<file path="config.mk">
export PLATFORM = sky130hd
export DESIGN_NAME = spi_arbiter
export DESIGN_NICKNAME = d
export VERILOG_FILES = /design/src/rtl/spi_arbiter.sv
export SDC_FILE = /design/constraint.sdc
export NUM_CORES = 1
export LEC_CHECK = 0
export CORE_MARGIN = 3
export CORE_UTILIZATION = 31
export DETAILED_ROUTE_END_ITERATION = 7
export PLACE_DENSITY = 0.66
export SYNTH_ARGS = -nofsm -noshare
export SYNTH_HDL_FRONTEND = slang
export SYNTH_SLANG_ARGS = --single-unit
</file>
<file path="constraint.sdc">
create_clock -name clk -period 6.72 [get_ports clk]
set_input_delay 1.344 -clock clk [delete_from_list [all_inputs] [get_ports clk]]
set_output_delay 1.344 -clock clk [all_outputs]
set_load 0.01 [all_outputs]
</file>
<file path="src/rtl/spi_arbiter.sv">
// rtl/spi_arbiter.sv - round-robin arbiter sharing one SPI engine among several requesters
//
// Ports:
//   clk, reset          system clock (also clocks the engine), async active-high reset
//   req                 per-requester request level, held until ack
//   req_data            per-requester outgoing word, slice i = [32*i+31:32*i]
//   req_write_bits      per-requester write bit count, slice i = [6*i+5:6*i]
//   req_read_bits       per-requester read bit count, slice i = [6*i+5:6*i]
//   ack                 one-cycle completion pulse to the served requester
//   rd_data             read data of the last completed transaction
//   err                 pulses with ack when the transaction was rejected or timed out
//   grant_idx           index of the current or last winner
//   spi_data_out        engine data_out (stable from grant to next grant)
//   spi_write_bits      engine write_bits
//   spi_read_bits       engine read_bits
//   spi_request_action  engine request_action, one-cycle start strobe
//   spi_busy            engine busy
//   spi_data_in         engine data_in, valid in the cycle busy falls
module spi_arbiter #(
    parameter int NUM_REQ       = 4,
    parameter int GRANT_W       = 3,
    parameter int START_TIMEOUT = 4
) (
    input  logic                  clk,
    input  logic                  reset,
    input  logic [NUM_REQ-1:0]    req,
    input  logic [32*NUM_REQ-1:0] req_data,
    input  logic [6*NUM_REQ-1:0]  req_write_bits,
    input  logic [6*NUM_REQ-1:0]  req_read_bits,
    output logic [NUM_REQ-1:0]    ack,
    output logic [31:0]           rd_data,
    output logic                  err,
    output logic [GRANT_W-1:0]    grant_idx,
    output logic [31:0]           spi_data_out,
    output logic [5:0]            spi_write_bits,
    output logic [5:0]            spi_read_bits,
    output logic                  spi_request_action,
    input  logic                  spi_busy,
    input  logic [31:0]           spi_data_in
);
    // Requester tables are padded to a power of two so a GRANT_W-bit index
    // addresses them exactly; padding slots never request.
    localparam int SLOTS = 1 << GRANT_W;
    localparam int TW    = $clog2(START_TIMEOUT + 1);

    typedef enum logic [2:0] {
        IDLE,
        ISSUE,
        WAIT_START,
        WAIT_DONE,
        DONE
    } state_t;

    state_t state, state_next;

    logic [SLOTS-1:0] req_pad;
    logic [31:0]      data_arr  [SLOTS];
    logic [5:0]       wbits_arr [SLOTS];
    logic [5:0]       rbits_arr [SLOTS];

    for (genvar i = 0; i < SLOTS; i++) begin : g_unpack
        if (i < NUM_REQ) begin : g_real
            assign req_pad[i]   = req[i];
            assign data_arr[i]  = req_data[32*i +: 32];
            assign wbits_arr[i] = req_write_bits[6*i +: 6];
            assign rbits_arr[i] = req_read_bits[6*i +: 6];
        end else begin : g_pad
            assign req_pad[i]   = 1'b0;
            assign data_arr[i]  = 32'h0;
            assign wbits_arr[i] = 6'h0;
            assign rbits_arr[i] = 6'h0;
        end
    end

    logic [GRANT_W-1:0] ptr;
    logic               reject;
    logic [TW-1:0]      tmo_cnt;

    logic [GRANT_W-1:0] cand_idx;
    logic [GRANT_W-1:0] win_idx;
    logic               win_found;

    logic               do_grant;
    logic               do_capture;
    logic               set_reject;

    // Round-robin search starting just above the last winner, wrapping at NUM_REQ.
    always_comb begin
        win_found = 1'b0;
        win_idx   = '0;
        cand_idx  = '0;
        for (int k = 1; k <= NUM_REQ; k++) begin
            cand_idx = GRANT_W'((int'(ptr) + k) % NUM_REQ);
            if (!win_found && req_pad[cand_idx]) begin
                win_found = 1'b1;
                win_idx   = cand_idx;
            end
        end
    end

    always_comb begin
        state_next         = state;
        do_grant           = 1'b0;
        do_capture         = 1'b0;
        set_reject         = 1'b0;
        spi_request_action = 1'b0;
        ack                = '0;
        err                = 1'b0;
        case (state)
            IDLE: begin
                // A busy engine here means someone else started it; wait it out.
                if (win_found && !spi_busy) begin
                    do_grant   = 1'b1;
                    state_next = ISSUE;
                end
            end
            ISSUE: begin
                // Rejected grants pass through here with the strobe suppressed,
                // so every grant spends one cycle before its outcome is decided.
                if (reject) begin
                    state_next = DONE;
                end else begin
                    spi_request_action = 1'b1;
                    state_next         = WAIT_START;
                end
            end
            WAIT_START: begin
                if (spi_busy) begin
                    state_next = WAIT_DONE;
                end else if (tmo_cnt == '0) begin
                    set_reject = 1'b1;
                    state_next = DONE;
                end
            end
            WAIT_DONE: begin
                if (!spi_busy) begin
                    do_capture = 1'b1;
                    state_next = DONE;
                end
            end
            DONE: begin
                ack        = NUM_REQ'(1) << grant_idx;
                err        = reject;
                state_next = IDLE;
            end
            default: state_next = IDLE;
        endcase
    end

    always_ff @(posedge clk or posedge reset) begin
        if (reset) begin
            state          <= IDLE;
            ptr            <= GRANT_W'(NUM_REQ - 1);
            grant_idx      <= '0;
            spi_data_out   <= '0;
            spi_write_bits <= '0;
            spi_read_bits  <= '0;
            rd_data        <= '0;
            reject         <= 1'b0;
            tmo_cnt        <= '0;
        end else begin
            state <= state_next;

            if (do_grant) begin
                grant_idx      <= win_idx;
                ptr            <= win_idx;
                spi_data_out   <= data_arr[win_idx];
                spi_write_bits <= wbits_arr[win_idx];
                spi_read_bits  <= rbits_arr[win_idx];
                reject         <= (wbits_arr[win_idx] > 6'd32) || (rbits_arr[win_idx] > 6'd32);
            end else if (set_reject) begin
                reject <= 1'b1;
            end else if (state == DONE) begin
                reject <= 1'b0;
            end

            if (state == ISSUE) begin
                tmo_cnt <= TW'(START_TIMEOUT);
            end else if (state == WAIT_START && !spi_busy && tmo_cnt != '0) begin
                tmo_cnt <= tmo_cnt - TW'(1);
            end

            if (do_capture) begin
                rd_data <= spi_data_in;
            end
        end
    end

endmodule

</file>
; ---- Word-level counts from Yosys, hierarchy flattened
; Index checks and enable logic that the tools add are counted.
[word_totals]
regBits = 88
inputBits = 215
output_inout_bits = 85
wordCells = 102
[op_classes]
n_addsub = 5
n_lt_le_gt_ge = 7
eq_ne = 7
shift = 1
muxes = 47
bitwise = 5
n_reduce_logical = 21
[ops]
columns = operator, count
row1 = 32-bit binary-select mux with 3-bit select, 1
row2 = 32-bit 2-to-1 mux, 2
row3 = 6-bit binary-select mux with 3-bit select, 2
row4 = 3-bit 2-to-1 mux, 11
row5 = 6-bit 2-to-1 mux, 4
row6 = 1-bit 2-to-1 mux, 21
row7 = "3-bit by 4-bit < comparator with 1-bit output, second input constant", 4
row8 = 1-bit binary-select mux with 3-bit select, 4
row9 = "6-bit > comparator, second input constant", 2
row10 = 3-bit case mux with 4 select lines, 1
row11 = 2-bit OR reduction, 4
row12 = "3-bit by 2-bit == test with 1-bit output, second input constant", 2
row13 = 1-bit logical AND, 6
row14 = 3-bit zero test, 2
row15 = 3-bit nonzero test, 2
row16 = "2-bit by 1-bit adder with 2-bit output, second input constant", 2
row17 = "2-bit adder, second input constant", 2
row18 = "1-bit bitwise AND, first input constant", 4
row19 = "4-bit >= comparator, second input constant", 1
row20 = 1-bit zero test, 4
row21 = 4-bit 2-to-1 mux, 1
row22 = "2-bit != test, second input constant", 2
row23 = 3-bit inverter with 4-bit output, 1
row24 = "1-bit by 3-bit << shifter with 4-bit output, first input constant", 1
row25 = other kinds (7), 7

; ---- Depth between registers and ports, before layout
; Gate-level depths: netlist of run 1.
[depth]
ltp_word = 22
ltp_mapped = 10
ltp_nobuf = 7

; ---- Worst setup path before layout of run 1
; No wires, ideal clock.
[synth_path]
path_kind = input port to flip-flop
startpoint = in req[3]
endpoint = reg reject
setup_time_ps = 146
arrival_time_ps = 3012
required_ps = 6574
setup_slack_ps = 3562
cell_stages = 8
path_buffers = 1
cell_sequence = nand2b_1 > o21ai_1 > a211oi_4 > buf_6 > mux2i_1 > mux2i_1 > o41ai_1 > a41oi_2
[synth_between]
elab_chain_len = 19
word_cells_on_any_way = 37
classes_between = order compare (2) / mux (25) / bitwise (1) / reduce/logical (9)
[synth_lines]
columns = item, line
row1 = "start, declared", 26  ; input logic [NUM_REQ-1:0] req,
row2 = 1-bit binary-select mux with 3-bit select, 94  ; if (!win_found && req_pad[cand_idx]) begin
row3 = 1-bit 2-to-1 mux (implied by the code), 94
row4 = 1-bit 2-to-1 mux, 94
row5 = 1-bit zero test, 94
row6 = 1-bit logical AND, 94
row7 = 1-bit 2-to-1 mux, 94
row8 = 1-bit zero test, 94
row9 = 1-bit logical AND, 94
row10 = (+2 left out), --
row11 = 1-bit logical AND, 94
row12 = 3-bit 2-to-1 mux, 94
row13 = 3-bit inverter with 4-bit output (implied by the code), 170  ; reject <= (wbits_arr[win_idx] > 6'd32) || (rbits_arr[win_idx] > 6'd32);
row14 = 6-bit binary-select mux with 3-bit select, 170
row15 = 6-bit 2-to-1 mux (implied by the code) (2 in series), 170
row16 = 6-bit > comparator, 170
row17 = 1-bit logical OR, 170
row18 = 1-bit 2-to-1 mux, 164  ; if (do_grant) begin
row19 = "end signal, assigned", 170
row20 = "end, declared", 76  ; logic reject;
; Several ways; a longest one is shown, not always the timed one. The select of a mux whose other input is x is not followed.
; A chain may end at the register's enable or synchronous reset.

; ---- Worst setup path in the final report of run 1
; Same ends and word-level chain as after synthesis.

==> flow_metrics.py, run 1 <==
metrics = {
    "global_route": {
        "grt_usage_pct": 19.4,
        "grt_overflow": 0,
        "grt_pass1_vias": 4929,
        "grt_max_degree": 72,
        "grt_pass1_wl_mm": 27.2,
        "antenna_found_initial": 1,
    },
    "hold_path": {
        "worstHoldStart": "spi_data_out[14]$_DFFE_PP0P_",
        "holdPathStages": 2,
        "hold_class": "reg2reg",
        "hold_path_end": "spi_data_out[14]$_DFFE_PP0P_",
    },
    "clocking": {
        "cts_tree": "yes",
        "cts_max_level": 3,
        "clockBufferDepth": 2,
        "cts_hold_buf": 0,
        "clock-sinks": 87,
        "clk_latency_ns": 0.35,
        "cts-resized-gates": 0,
        "cts_setup_buffers": 0,
        "clk_pin_slew_ns": 0.07,
        "clock-root-buffer": "clkbuf_16",
        "numCtsBuffers": 9,
    },
    "cells_and_area": {
        "fin_util_pct": 54.5,
        "instances_no_fill": 1093,
        "seq_area_mm2": 0.00218,
        "multi_input_area_mm2": 0.00256,
        "layout.cells.most_common": "clkdlybuf4s50_1",
        "nets": 1093,
        "layout.filler_cells": 1468,
        "syn2layout_area_growth_pct": 69.5,
        "mostFrequentLayoutCells": "clkdlybuf4s50_1 (298), nand2_1 (226), dfrtp_1 (85)",
        "layout-drive-gt1-share_pct": 8.85,
    },
    "setup_path": {
        "rrSetupSlack_ns": 3.60,
        "timing.rr.end": "reject$_DFFE_PP0P_",
        "cp.arrival_ns": 4.39,
        "cp_num_buf_inv": 2,
        "critPathCaptureType": "flop",
        "worstPathCellList": "clkdlybuf4s50_1, nand2b_1, o21a_1, a21oi_4, buf_4, nor4_1, nor4_1, o41ai_1, a41oi_2",
        "path_max_fanout": 48,
        "worstSetupPathType": "in2reg",
        "reg2regPathDepth": 8,
        "required_ns": 6.98,
        "cp_slowest_stage_delay_ns": 0.92,
        "crit_path_start_kind": "primary input",
        "crit_slowest_cell": "a21oi_4",
        "r2r_start": "ptr[0]$_DFFE_PP1P_",
        "cp_top_family": "compound AO/OA/AOI/OAI gates",
        "cp_common_cell": "nor4_1",
    },
    "timing": {
        "fin_crit_sh_pct": 61.4,
        "fin_skew_ns": 0.00658,
        "finalHoldViolations": 0,
        "slew_viol_final": 0,
        "max_freq_mhz": 242,
        "grt_setup_unrepaired": "false",
        "finalWorstSetupSlack_ns": 2.59,
        "setup_viol": 0,
        "totalNegativeSetupSlack_ns": 0,
        "maxSlewHeadroom_pct": 20.7,
        "holdWs_ns": 0.479,
        "worstMarginPinSlew_ns": 1.19,
        "post-route-min-period_ns": 4.13,
    },
    "pwr": {
        "powerDensity_mw_per_mm2": 385,
        "ir_drop_uv": 195,
        "p_leak_nw": 3.62,
    },
    "placement": {
        "dp_slack_ns": 2.21,
        "place_congestion": 0.867,
        "place_inst": 1076,
        "numPortBuffers": 298,
        "hpwl_mm": 13.2,
    },
    "synthesis": {
        "synth-edff-count": 0,
        "synth.yosys.seq_area_share_pct": 44.1,
        "ys_types": 41,
        "netlist_area_mm2": 0.00494,
        "netlist_instances": 602,
        "avgSynthCellArea_um2": 8.21,
        "async_flop_share_pct": 100,
        "synth_area_leaders": "dfrtp_1 (43%), nand2_1 (17%), mux2_2 (10%)",
        "synthFlopType": "dfrtp_1",
        "ys_warn_count": 0,
        "synth.top_cell.area_share_pct": 43.1,
        "yosys.area.top_type": "dfrtp_1",
        "ys_seq_elements": 87,
        "synth_nets": 819,
    },
    "drt": {
        "vias": 5053,
        "wl_mm": 17.3,
        "drc": 6,
        "antenna_left": 0,
        "via_per_inst": 4.62,
        "drtPass1Iterations": 8,
        "drt-wirelength-per-cell_um": 15.8,
        "drt_iter0_drc": 306,
    },
    "floorplan": {
        "initial_utilization_pct": 32.1,
        "rows": 45,
        "ioPinCount": 300,
        "die_y_um": 132,
        "die_x_um": 132,
        "core_area_mm2": 0.0154,
        "die-area_mm2": 0.0175,
    },
    "run_status": {
        "violations": "design-rule violations",
        "status": "finished with violations",
    },
    "flow_run": {
        "max_cap_viol_count": 0,
    },
}
## kinds of logic after synthesis
| group | after synthesis | synth area share, % |
|---|---|---|
| flip-flops | 87 | 44.1 |
| adder cells (fa/ha/maj) | 2 | 0.507 |
| multiplexers | 65 | 14.4 |
| XOR/XNOR | 2 | 0.355 |
| AND/OR/NAND/NOR | 298 | 24.7 |
| AO/OA/AOI/OAI | 99 | 11.4 |
| buffers and inverters | 48 | 4.41 |
| other | 1 | 0.0759 |
## layer usage
metal  part of all wire (%)  global-route usage [%]
met3                    5.8                    4.81
met5                      0                       0
met2                     51                    33.1
met4                    1.8                    5.48
met1                     42                    24.4
## final cells by class
type	count	share of cell area [%]
repair buffers	305	36.2
multi-input cells	467	30.5
flip-flops and latches	87	26.0
well taps	211	3.15
clock buffers	9	2.69
clock inverters	7	1.03
inverters	6	0.299
diodes	1	0.0299
## power by group
group	internal [mW]	total, mW	switching, mW
Sequential	0.785	0.944	0.159
Clock	0.297	0.532	0.235
Combinational	0.902	1.75	0.846
## state kept, by name (all words and copies together), names as in the netlist
register and count:
spi_read_bits 6, spi_data_out 32, ptr 2, state 3, rd_data 32, grant_idx 2, reject 1, spi_write_bits 6
tmo_cnt 3
## tightest hold or removal path: stages (launching register included)
cell and delay, ns:
dfrtp_1 0.34, nand2_1 0.05, o21ai_0 0.06
## through the flow
step | instance area, µm² | power (mW)
after floorplan | 4940 | 1.91
after global placement | 8060 | 2.70
after detailed placement | 8060 | 2.73
after CTS | 8370 | 3.27
after global routing | 8370 | 3.50
final | 8370 | 3.22
## Yosys cell counts (3+ instances only)
cell,number
nand2_1,227
dfrtp_1,85
o21ai_0,62
mux2_2,44
nand3_1,36
clkbuf_1,24
mux2i_1,20
o21ai_1,19
nor2_1,13
buf_2,9
inv_1,6
nor4_1,6
buf_1,5
nor3_1,5
nand2b_1,4
buf_6,3
## worst max-delay path by stage
stage                 from                        to  slack (ns)  depth (start not counted)
floorplan            reset  grant_idx[0]$_DFFE_PP0P_        3.13                          1
global placement    req[3]        reject$_DFFE_PP0P_        2.32                          9
detailed placement  req[3]        reject$_DFFE_PP0P_        2.21                          9
CTS                 req[3]        reject$_DFFE_PP0P_        2.57                          9
global route        req[3]        reject$_DFFE_PP0P_        2.32                          9
finish              req[3]        reject$_DFFE_PP0P_        2.59                          9
Power figures use the tool's default switching activity.
==> run 2, diff against run 1 <==
- PLACE_DENSITY: 0.66 -> 0.69
- clock period: 6.72 -> 3.7 ns (I/O delays scaled with it)
==> run 2 against run 1 <==
The flow now finishes without violations. Worst hold slack got worse by 0.0016 ns. Total power grew 84%. Clock skew is 0.0033 ns lower. Global-route usage up 0.61 points. Utilization grew 0.63 points. Routed wire length rose by 2.8%. Sequential share of layout area down 0.30 points. Combinational power up 87%. Worst setup slack got worse by 1.8 ns. Critical endpoint unchanged. Largest cell class unchanged. Largest power group unchanged.
==> flow_metrics.py, run 2 (same netlist as run 1, synthesis figures left out) <==
metrics = {
    "setup_path": {
        "rrSetupSlack_ns": 1.16,
        "path_max_fanout": 8,
        "timing.critical_path.from": "req[3]",
        "r2r_start": "ptr[0]$_DFFE_PP1P_",
        "worstSetupPathType": "in2reg",
        "timing.rr.end": "reject$_DFFE_PP0P_",
        "cp.arrival_ns": 3.16,
        "crit_path_start_kind": "primary input",
        "critPathCaptureType": "flop",
        "required_ns": 3.97,
        "reg2regPathDepth": 8,
    },
    "timing": {
        "totalNegativeSetupSlack_ns": 0,
        "finalHoldViolations": 0,
        "maxSlewHeadroom_pct": 60.9,
        "slew_viol_final": 0,
        "fin_crit_sh_pct": 78.0,
        "post-route-min-period_ns": 2.89,
        "setup_viol": 0,
        "fin_skew_ns": 0.00326,
        "max_freq_mhz": 347,
        "worstMarginPinSlew_ns": 0.586,
        "grt_setup_unrepaired": "false",
    },
    "cells_and_area": {
        "fin_util_pct": 55.1,
        "layout-drive-gt1-share_pct": 9.67,
        "layout.filler_cells": 1443,
        "nets": 1101,
        "syn2layout_area_growth_pct": 71.5,
        "layout.cells.most_common": "clkdlybuf4s50_1",
        "mostFrequentLayoutCells": "clkdlybuf4s50_1 (298), nand2_1 (226), dfrtp_1 (85)",
        "top_regs": "rd_data (32), spi_data_out (32)",
    },
    "global_route": {
        "grt_pass1_vias": 5009,
        "grt_max_degree": 62,
        "grt_overflow": 0,
        "grt_usage_pct": 20.0,
        "grt_pass1_wl_mm": 27.8,
        "antenna_found_initial": 1,
    },
    "drt": {
        "via_per_inst": 4.61,
        "wl_met1_mm": 7.18,
        "drc": 0,
        "top_layer": "met4",
        "drt-wirelength-per-cell_um": 16.1,
        "wl_met2_mm": 9.11,
        "antenna_left": 0,
        "drtPass1Iterations": 7,
        "vias": 5072,
        "drt_iter0_drc": 210,
        "route.met3.wl_mm": 1.11,
        "wl_mm": 17.7,
    },
    "clocking": {
        "cts-resized-gates": 0,
        "clk_latency_ns": 0.35,
        "clock-sinks": 87,
        "cts_hold_buf": 0,
        "cts_setup_buffers": 0,
        "cts_tree": "yes",
        "clock-root-buffer": "clkbuf_16",
        "clk_pin_slew_ns": 0.07,
        "cts_max_level": 3,
        "clockBufferDepth": 2,
        "numCtsBuffers": 9,
    },
    "hold_path": {
        "holdPathStages": 2,
        "hold_class": "reg2reg",
        "hold_path_end": "spi_data_out[23]$_DFFE_PP0P_",
        "worstHoldStart": "spi_data_out[23]$_DFFE_PP0P_",
    },
    "floorplan": {
        "rows": 45,
        "die_x_um": 132,
        "core_area_mm2": 0.0154,
        "die-area_mm2": 0.0175,
        "initial_utilization_pct": 32.1,
        "die_y_um": 132,
        "ioPinCount": 300,
    },
    "pwr": {
        "power.share.clock_pct": 16.3,
        "p_switching_mw": 2.27,
        "powerDensity_mw_per_mm2": 702,
        "p_seq_share_pct": 28.7,
        "p_sw_share_pct": 38.2,
        "p_leak_nw": 3.67,
        "comb_power_share_pct": 55.0,
        "ir_drop_uv": 491,
        "p_int_mw": 3.67,
    },
    "placement": {
        "hpwl_mm": 13.9,
        "place_congestion": 0.887,
        "numPortBuffers": 298,
    },
    "flow_run": {
        "max_cap_viol_count": 0,
    },
    "run_status": {
        "status": "complete, no violations",
    },
}
[run 2: changes by cell type in the layout (fill, tap and decap cells not counted), sizes merged]
cell / before / now
buf: 7 / 15
[run 2: power by group through the flow]
| stage | Clock (mW) | Combinational, mW | Sequential [mW] |
|---|---|---|---|
| floorplan | 0 | 1.60 | 1.87 |
| finish | 0.971 | 3.27 | 1.70 |
| global placement | 0 | 3.28 | 1.70 |
| detailed placement | 0 | 3.31 | 1.72 |
| global route | 1.04 | 3.60 | 1.77 |
| CTS | 1.01 | 3.32 | 1.71 |
[run 2: worst max-delay path by stage]
| stage | to | slack (ns) | cells past startpoint |
|---|---|---|---|
| after floorplan | grant_idx[0]$_DFFE_PP0P_ | 0.71 | 1 |
| after detailed placement | reject$_DFFE_PP0P_ | 0.44 | 9 |
| final | reject$_DFFE_PP0P_ | 0.81 | 9 |
| after CTS | reject$_DFFE_PP0P_ | 0.82 | 9 |
| after global routing | reject$_DFFE_PP0P_ | 0.64 | 8 |
| after global placement | reject$_DFFE_PP0P_ | 0.54 | 8 |
[run 2: critical path, stage by stage]
cell and delay, ns:
clkdlybuf4s50_1 0.48, nand2b_1 0.13, o21ai_1 0.13, a211oi_4 0.57
buf_4 0.28, mux2i_1 0.10, mux2_2 0.28, a41o_1 0.26
a41oi_2 0.18
[run 2: layer usage]
layer,GRT usage (%),up-vias
met1,24.1,2315
li1,-,2584
met3,5.46,21
met4,5.83,0
met2,35.0,152
met5,0,-
[run 2: cell type report]
class | count | area (µm²) | area share (%)
multi-input cells | 467 | 2560 | 30.2
flip-flops and latches | 87 | 2180 | 25.7
well taps | 211 | 264 | 3.12
diodes | 1 | 2.50 | 0.0295
repair buffers | 313 | 3130 | 37.0
clock buffers | 9 | 225 | 2.66
inverters | 6 | 25.0 | 0.295
clock inverters | 7 | 86.3 | 1.02
[run 2: through the flow]
step / power (mW) / hold WS (ns) / area [µm²] / setup WS, ns / cells
2_1_floorplan: 3.47 / 0.484 / 4940 / 0.713 / 602
3_3_place_gp: 4.99 / 0.462 / 8160 / 0.540 / 1084
3_5_place_dp: 5.03 / 0.470 / 8160 / 0.444 / 1084
4_1_cts: 6.04 / 0.486 / 8470 / 0.824 / 1100
5_1_grt: 6.42 / 0.505 / 8470 / 0.636 / 1101
6_report: 5.95 / 0.478 / 8470 / 0.815 / 1101
==> run 3, diff against run 2 <==
- PLACE_DENSITY: 0.69 -> 0.66
- clock period: 3.7 -> 2.9 ns (I/O delays scaled with it)
==> run 3 against run 2 <==
Final cell count up 0.73%. Clock-buffer cell count up 1. Register-to-register slack worse by 0.66 ns. Combinational power up 28%. Highest routed layer unchanged. Via count down 0.12%.
==> flow_metrics.py, run 3 (same netlist as run 1, synthesis figures left out) <==
metrics = {
    "run_status": {
        "status": "complete, no violations",
    },
    "drt": {
        "drtPass1Iterations": 5,
        "wl_mm": 17.1,
        "drc": 0,
        "vias": 5066,
        "via_per_inst": 4.57,
        "antenna_left": 0,
        "drt-wirelength-per-cell_um": 15.4,
        "drt_iter0_drc": 272,
    },
    "clocking": {
        "numCtsBuffers": 9,
        "clk_pin_slew_ns": 0.07,
        "clockBufferDepth": 2,
        "cts_max_level": 3,
        "cts-resized-gates": 0,
        "clock-root-buffer": "clkbuf_16",
        "clk_latency_ns": 0.34,
        "cts_tree": "yes",
        "clock-sinks": 87,
        "cts_setup_buffers": 0,
        "cts_hold_buf": 0,
    },
    "global_route": {
        "grt_overflow": 0,
        "antenna_found_initial": 5,
        "grt_usage_pct": 18.9,
        "met1_usage_pct": 22.7,
        "grt_pass1_vias": 4872,
        "grt_pass1_wl_mm": 26.3,
        "grtUsageMet3_pct": 5.00,
        "busiest_layer": "met2",
        "grt_max_degree": 56,
        "grtUsageMet2_pct": 32.2,
    },
    "pwr": {
        "powerDensity_mw_per_mm2": 879,
        "ir_drop_uv": 426,
        "p_leak_nw": 3.68,
    },
    "setup_path": {
        "path_max_fanout": 6,
        "worstSetupPathType": "reg2out",
        "worstPathCellList": "inv_1, nor3_1, nor3b_1, clkdlybuf4s50_1",
        "crit_path_start_kind": "flop",
        "critPathCaptureType": "output port",
        "cp.arrival_ns": 2.08,
        "required_ns": 2.32,
        "cp_slowest_stage_delay_ns": 0.56,
        "crit_slowest_cell": "clkdlybuf4s50_1",
    },
    "placement": {
        "place_inst": 1088,
        "numPortBuffers": 298,
        "hpwl_mm": 13.4,
        "place_congestion": 0.817,
    },
    "hold_path": {
        "hold_class": "reg2reg",
    },
    "timing": {
        "finalHoldViolations": 0,
        "fin_crit_sh_pct": 91.6,
        "post-route-min-period_ns": 2.66,
        "worstMarginPinSlew_ns": 0.632,
        "slew_viol_final": 0,
        "holdWs_ns": 0.477,
        "maxSlewHeadroom_pct": 57.9,
        "setup_viol": 0,
        "fin_skew_ns": 0.00924,
        "max_freq_mhz": 376,
        "grt_setup_unrepaired": "false",
    },
    "floorplan": {
        "initial_utilization_pct": 32.1,
        "die_x_um": 132,
        "die-area_mm2": 0.0175,
        "ioPinCount": 300,
        "die_y_um": 132,
        "rows": 45,
        "core_area_mm2": 0.0154,
    },
    "cells_and_area": {
        "nets": 1105,
        "multi_input_area_mm2": 0.00256,
        "syn2layout_area_growth_pct": 71.8,
        "mostFrequentLayoutCells": "clkdlybuf4s50_1 (298), nand2_1 (226), dfrtp_1 (85)",
        "seq_area_mm2": 0.00218,
        "top_regs": "rd_data (32), spi_data_out (32)",
        "layout-drive-gt1-share_pct": 9.97,
        "instances_no_fill": 1109,
        "layout.cells.most_common": "clkdlybuf4s50_1",
        "fin_util_pct": 55.2,
        "layout.filler_cells": 1449,
    },
    "flow_run": {
        "max_cap_viol_count": 0,
    },
}
[run 3: area by class of cell]
cell class | instances | share of cell area, %
clock inverters | 6 | 0.516
multi-input cells | 467 | 30.1
flip-flops and latches | 87 | 25.7
clock buffers | 10 | 2.70
diodes | 5 | 0.147
repair buffers | 317 | 37.4
well taps | 211 | 3.11
inverters | 6 | 0.295
[run 3: worst paths after layout]
| path | start | end | slack (ns) | depth (start not counted) |
|---|---|---|---|---|
| max in group asynchronous | reset | spi_data_out[0]$_DFFE_PP0P_ | 1.60 | 3 |
| hold reg to reg | spi_read_bits[4]$_DFFE_PP0P_ | spi_read_bits[4]$_DFFE_PP0P_ | 0.48 | 2 |
| setup reg to reg | ptr[0]$_DFFE_PP1P_ | reject$_DFFE_PP0P_ | 0.50 | 8 |
| setup / recovery | state[2]$_DFFE_PP0P_ | ack[0] | 0.24 | 4 |
| hold / removal | spi_read_bits[4]$_DFFE_PP0P_ | spi_read_bits[4]$_DFFE_PP0P_ | 0.48 | 2 |
| min in group asynchronous | reset | rd_data[27]$_DFFE_PP0P_ | 0.67 | 2 |
[run 3: report_power, final]
group / leakage [nW] / internal, mW / total (mW) / switching [mW]
clock network: 0.133 / 0.586 / 1.10 / 0.510
logic: 2.49 / 2.20 / 4.18 / 1.98
registers: 1.06 / 1.82 / 2.18 / 0.359
total: 3.68 / 4.61 / 7.45 / 2.85
[run 3: critical path, delay by kind of cell (launching register included)]
kind,cells,cell delay (ns)
buffers and inverters,2,0.66
DFF,1,0.44
and+or+nand+nor,2,0.64
[run 3: layer usage]
layer | vias up | wire length, µm
met4 | 0 | 269
met5 | - | 0
met1 | 2317 | 6980
met2 | 141 | 8780
met3 | 15 | 1080
li1 | 2593 | -
[run 3: per-stage QoR]
stage | total power, mW | setup TNS [ns] | instance area [µm²] | worst slack (ns)
6_report | 7.45 | 0 | 8490 | 0.243
2_1_floorplan | 4.42 | 0 | 4940 | 0.0731
5_1_grt | 8.05 | 0 | 8490 | 0.0549
3_3_place_gp | 6.41 | -0.0228 | 8200 | -0.0228
3_5_place_dp | 6.44 | -0.139 | 8200 | -0.124
4_1_cts | 7.57 | 0 | 8470 | 0.214
